File: config.mk
export PLATFORM = sky130hd
export DESIGN_NAME = seq_signed_divider_flat
export DESIGN_NICKNAME = d
export VERILOG_FILES = /design/src/rtl/seq_signed_divider_if.sv /design/src/rtl/seq_signed_divider.sv /design/src/flat_wrapper.sv
export SDC_FILE = /design/constraint.sdc
export NUM_CORES = 1
export LEC_CHECK = 0
export CAP_MARGIN = 15
export CORE_MARGIN = 4
export CORE_UTILIZATION = 40
export CTS_CLUSTER_SIZE = 30
export DETAILED_ROUTE_END_ITERATION = 12
export GPL_TIMING_DRIVEN = 0
export SYNTH_ARGS = -nofsm -noshare
export SYNTH_HDL_FRONTEND = slang
export SYNTH_SLANG_ARGS = --single-unit
File: constraint.sdc
create_clock -name clk -period 7.4 [get_ports clk]
set_input_delay 1.11 -clock clk [delete_from_list [all_inputs] [get_ports clk]]
set_output_delay 1.11 -clock clk [all_outputs]
set_load 0.03 [all_outputs]
File: src/rtl/seq_signed_divider_if.sv
// ============================================================================
// Module  : seq_signed_divider_if
// Brief   : Start/busy/done handshake and operand/result bus for the
//           sequential signed divider.
// Revision: 1.0 - initial release
// ============================================================================
`default_nettype none

interface seq_signed_divider_if #(
    parameter int WIDTH = 32
);
    logic             start;
    logic [WIDTH-1:0] A;
    logic [WIDTH-1:0] B;
    logic [WIDTH-1:0] Q;
    logic [WIDTH-1:0] R;
    logic             busy;
    logic             done;
    logic             div_by_zero;

    modport master (
        output start, A, B,
        input  Q, R, busy, done, div_by_zero
    );

    modport slave (
        input  start, A, B,
        output Q, R, busy, done, div_by_zero
    );
endinterface

`default_nettype wire

File: src/rtl/seq_signed_divider.sv
// ============================================================================
// Module  : seq_signed_divider
// Brief   : Radix-2 restoring signed divider, one quotient bit per clock,
//           quotient and remainder truncated toward zero, fixed latency.
// Revision: 1.0 - initial release
// ============================================================================
`default_nettype none

module seq_signed_divider #(
    parameter int WIDTH = 32
) (
    input  wire logic            clk,
    input  wire logic            rst,
    seq_signed_divider_if.slave  bus
);
    localparam int                 c_CNT_W = $clog2(WIDTH + 1);
    localparam logic [c_CNT_W-1:0] c_LAST  = c_CNT_W'(WIDTH - 1);

    typedef enum logic [0:0] {
        ST_IDLE = 1'b0,
        ST_RUN  = 1'b1
    } state_t;

    state_t             r_state;
    logic [c_CNT_W-1:0] r_cnt;
    logic [WIDTH-1:0]   r_rem;
    logic [WIDTH-1:0]   r_quo;
    logic [WIDTH-1:0]   r_div;
    logic               r_sign_q;
    logic               r_sign_r;
    logic               r_dbz;
    logic [WIDTH-1:0]   r_q;
    logic [WIDTH-1:0]   r_r;
    logic               r_busy;
    logic               r_done;
    logic               r_dbz_out;

    logic [WIDTH-1:0]   w_abs_a;
    logic [WIDTH-1:0]   w_abs_b;
    logic [WIDTH:0]     w_shift;
    logic [WIDTH:0]     w_trial;
    logic               w_fit;
    logic [WIDTH-1:0]   w_rem_next;
    logic [WIDTH-1:0]   w_quo_next;
    logic [WIDTH-1:0]   w_q_final;
    logic [WIDTH-1:0]   w_r_final;

    // Unsigned magnitudes; the most negative value maps to 2^(WIDTH-1).
    assign w_abs_a = bus.A[WIDTH-1] ? -bus.A : bus.A;
    assign w_abs_b = bus.B[WIDTH-1] ? -bus.B : bus.B;

    // The dividend magnitude sits in r_quo and shifts into the remainder MSB-first.
    assign w_shift    = {r_rem, r_quo[WIDTH-1]};
    assign w_trial    = w_shift - {1'b0, r_div};
    assign w_fit      = ~w_trial[WIDTH];
    assign w_rem_next = w_fit ? w_trial[WIDTH-1:0] : w_shift[WIDTH-1:0];
    assign w_quo_next = {r_quo[WIDTH-2:0], w_fit};

    // A zero divisor naturally leaves rem=|A|, so R=A falls out; Q is forced to -1.
    assign w_q_final = r_dbz    ? {WIDTH{1'b1}}
                     : r_sign_q ? -w_quo_next : w_quo_next;
    assign w_r_final = r_sign_r ? -w_rem_next : w_rem_next;

    always_ff @(posedge clk) begin
        if (rst) begin
            r_state   <= ST_IDLE;
            r_cnt     <= '0;
            r_rem     <= '0;
            r_quo     <= '0;
            r_div     <= '0;
            r_sign_q  <= 1'b0;
            r_sign_r  <= 1'b0;
            r_dbz     <= 1'b0;
            r_q       <= '0;
            r_r       <= '0;
            r_busy    <= 1'b0;
            r_done    <= 1'b0;
            r_dbz_out <= 1'b0;
        end else begin
            r_done <= 1'b0;
            case (r_state)
                ST_IDLE: begin
                    if (bus.start) begin
                        r_state  <= ST_RUN;
                        r_busy   <= 1'b1;
                        r_cnt    <= '0;
                        r_rem    <= '0;
                        r_quo    <= w_abs_a;
                        r_div    <= w_abs_b;
                        r_sign_q <= bus.A[WIDTH-1] ^ bus.B[WIDTH-1];
                        r_sign_r <= bus.A[WIDTH-1];
                        r_dbz    <= (bus.B == '0);
                    end
                end
                ST_RUN: begin
                    r_rem <= w_rem_next;
                    r_quo <= w_quo_next;
                    r_cnt <= r_cnt + 1'b1;
                    if (r_cnt == c_LAST) begin
                        r_state   <= ST_IDLE;
                        r_busy    <= 1'b0;
                        r_done    <= 1'b1;
                        r_q       <= w_q_final;
                        r_r       <= w_r_final;
                        r_dbz_out <= r_dbz;
                    end
                end
                default: r_state <= ST_IDLE;
            endcase
        end
    end

    assign bus.Q           = r_q;
    assign bus.R           = r_r;
    assign bus.busy        = r_busy;
    assign bus.done        = r_done;
    assign bus.div_by_zero = r_dbz_out;
endmodule

`default_nettype wire

File: src/flat_wrapper.sv
// flat-port wrapper written by rule: the top's interface ports become plain ports
module seq_signed_divider_flat 
#(
    parameter int WIDTH = 32
)
  (clk, rst, bus_start, bus_A, bus_B, bus_Q, bus_R, bus_busy, bus_done, bus_div_by_zero);
  seq_signed_divider_if #(.WIDTH(WIDTH)) bus_i ();
  input  wire logic clk;
  input  wire logic rst;
  input wire logic [$bits(bus_i.start)-1:0] bus_start;
  input wire logic [$bits(bus_i.A)-1:0] bus_A;
  input wire logic [$bits(bus_i.B)-1:0] bus_B;
  output wire logic [$bits(bus_i.Q)-1:0] bus_Q;
  output wire logic [$bits(bus_i.R)-1:0] bus_R;
  output wire logic [$bits(bus_i.busy)-1:0] bus_busy;
  output wire logic [$bits(bus_i.done)-1:0] bus_done;
  output wire logic [$bits(bus_i.div_by_zero)-1:0] bus_div_by_zero;
  assign bus_i.start = bus_start;
  assign bus_i.A = bus_A;
  assign bus_i.B = bus_B;
  assign bus_Q = bus_i.Q;
  assign bus_R = bus_i.R;
  assign bus_busy = bus_i.busy;
  assign bus_done = bus_i.done;
  assign bus_div_by_zero = bus_i.div_by_zero;
  seq_signed_divider #(.WIDTH(WIDTH)) u_core (.clk(clk), .rst(rst), .bus(bus_i));
endmodule
==> results.toml <==
[timing]
rsz0062_at_grt = "false"
maxSlewHeadroom = 0.3025
worst_slew_pin_slew_ps = 1035
holdWs_ps = 451.1
hold_viol = 0
fin_crit_sh = 0.9219
drv_slew = 0
fmax_mhz = 146.6
skew_ps = 14.21
setup-tns-final_ps = 0
setup_viol = 0
min_period_ps = 6822

[worst_setup_path]
critPathRequiredTime_ps = 7760
critPathKind = "reg2reg"
reg2reg_from = "u_core.r_quo[31]$_SDFFE_PP0P_"
crit_start = "u_core.r_quo[31]$_SDFFE_PP0P_"
cp-endpoint = "u_core.bus.Q[28]$_SDFFE_PP0P_"
crit_arrival_ps = 7180
worst-path-max-fanout = 10
setup.worst_path.start_class = "flip-flop"
r2r_setup_slack_ps = 580
endpoint_kind = "flip-flop"
reg2reg_depth = 21
timing.rr.end = "u_core.bus.Q[28]$_SDFFE_PP0P_"

[yosys]
syn_area_um2 = 11700
yosysUniqueCellTypes = 73
yosysWarnings = 0
synth_top_area_frac = 0.2960
synth.ff_latch_count = 173
ys_top_cells_by_count = "nor2_1, dfxtp_1, nand2_1"
synth_edf_count = 0
syn_nets = 1678
postSynthAreaPerCell_um2 = 7.439
seq_area_frac_synth = 0.2960
synth_ff_type = "dfxtp_1"
yosys-top-cells-area = "dfxtp_1, nor2_1, xor2_1"
post-synth-top-count-cell = "nor2_1"
yosys.area.top_type = "dfxtp_1"
syn_inst = 1573
async_reset_ff_frac = 0

[power]
powerDensity_nw_per_um2 = 265.9
power_w = 0.003758
p_leak_nw = 5.310
vdd_ir_drop_max_v = 0.0001618

[place]
dp.final_hpwl_um = 33030
gp_congestion = 0.9451
port_buffers = 131

[global_routing]
grt_max_degree = 21
antenna_found_initial = 0
overflow = 0
grt_pass1_wl_um = 64140
grt_pass1_vias = 11170
track_usage = 0.2576

[clocking]
clock_path_buffers = 2
cts_repair_resize_count = 0
htree_num_levels = 4
clock_sinks = 173
numCtsBuffers = 17
holdBufCountCts = 0
clk_pin_slew_ps = 80
clockRootBuffer = "clkbuf_16"
cts_tree = "built"
post-cts-setup-buffers = 0
clock_latency_ps = 450

[drt]
drtIter0Drc = 1072
vias_per_cell = 5.726
routedWlPerCell_um = 19.88
ant_nets = 0
drc = 0
vias = 12140
wl_um = 42140
drt_pass1_iterations = 7

[floorplan]
pin_count = 134
die_y_um = 179.0
dieArea_um2 = 32050
row_count = 62
start_util = 0.4066
core-area_um2 = 28780
dieWidth_um = 179.0

[final_layout]
utilization = 0.4910
drive_gt1_frac = 0.04551
diodes = 0
area_growth_pct = 20.77
final_nets = 1828

[min_path]
worstHoldPathType = "reg2reg"
whs_path_depth = 2

[flow_run]
max_cap_violations = 0

[outcome]
status = "finished, final reports clean"
[logic make-up (layout without fill, tap and decap cells)]
logic type                 after synthesis  after routing  synth area share
and+or+nand+nor                        599            599            0.2396
AOI/OAI and AO/OA                      455            455            0.2533
DFF                                    173            173            0.2960
buffers and inverters                  153            316           0.05047
xor gates and xnor gates               133            133           0.09955
adders and majority gates               38             38           0.04127
muxes                                   22             22           0.01978
[where the power goes]
part | internal (W) | switching (W) | leakage (nW)
clock network | 0.000498 | 0.000482 | 0.309
logic | 0.000613 | 0.00113 | 3.59
registers | 0.000979 | 0.0000590 | 1.41
total | 0.00209 | 0.00167 | 5.31
[registers in the layout, summed over array words and instances, names as in the netlist]
register	flops
u_core.bus.busy	1
u_core.bus.div_by_zero	1
u_core.r_cnt	6
u_core.r_quo	32
u_core.bus.R	32
u_core.bus.done	1
u_core.r_sign_q	1
u_core.r_sign_r	1
u_core.r_div	32
u_core.r_rem	32
u_core.r_dbz	1
u_core.r_state	1
u_core.bus.Q	32
[metal layers]
layer,GRT usage,vias up,wire (um)
met2,0.3892,436,18090
met4,0.07163,0,866
li1,-,5948,-
met5,0,-,0
met1,0.3740,5705,20110
met3,0.04914,50,3082
[through the flow]
step / cell area (um2) / std cells / setup slack (ps)
3_3_place_gp: 13490 / 2088 / 703.3
5_1_grt: 14130 / 2120 / 314.3
6_report: 14130 / 2120 / 577.8
2_1_floorplan: 11700 / 1573 / 2363
4_1_cts: 14130 / 2120 / 680.2
3_5_place_dp: 13490 / 2088 / 710.2
[critical path, stage by stage (launching register included)]
cell and delay, ps:
dfxtp_1 350, inv_1 70, ha_1 200, fa_1 410
nor2b_1 190, o31a_1 260, o211ai_1 220, a211oi_2 440
o21a_1 300, nor2_4 100, inv_2 210, clkbuf_1 550
buf_1 680, ha_1 310, nand2b_1 70, nand2b_1 180
nand2b_1 220, or4_1 650, or4_1 620, o31ai_1 320
xor2_1 110, a211oi_1 240
[cell usage in the layout (no fill, tap or decap), drive strengths merged, types with 24 or more instances in the layout]
| cell type | n |
|---|---|
| nor2 | 217 |
| or3 | 24 |
| and3 | 32 |
| dfxtp | 173 |
| ha | 37 |
| o31ai | 29 |
| a21oi | 133 |
| nor3 | 41 |
| nand2 | 173 |
| xor2 | 91 |
| clkdlybuf4s50 | 131 |
| clkbuf | 96 |
| xnor2 | 42 |
| a211oi | 91 |
| inv | 60 |
| o21ai | 83 |
[layout make-up]
cell class | instances | area, um2
inverter | 52 | 195.2
buffer | 101 | 395.4
fill | 2888 | 14650
multi-input combinational | 1247 | 7647
timing repair buffer | 131 | 1311
tap | 384 | 480.5
sequential | 173 | 3463
clock inverter | 15 | 212.7
clock buffer | 17 | 425.4
[how the worst min path moves through the flow]
stage,start,end,slack [ps]
floorplan,u_core.r_div[31]$_SDFFE_PP0P_,u_core.r_div[31]$_SDFFE_PP0P_,420
global placement,u_core.bus.R[18]$_SDFFE_PP0P_,u_core.bus.R[18]$_SDFFE_PP0P_,440
detailed placement,u_core.bus.R[12]$_SDFFE_PP0P_,u_core.bus.R[12]$_SDFFE_PP0P_,440
CTS,u_core.bus.R[14]$_SDFFE_PP0P_,u_core.bus.R[14]$_SDFFE_PP0P_,450
global route,u_core.bus.R[15]$_SDFFE_PP0P_,u_core.bus.R[15]$_SDFFE_PP0P_,470
finish,u_core.bus.R[14]$_SDFFE_PP0P_,u_core.bus.R[14]$_SDFFE_PP0P_,450
Note: power is estimated with default switching activity, not from simulation.
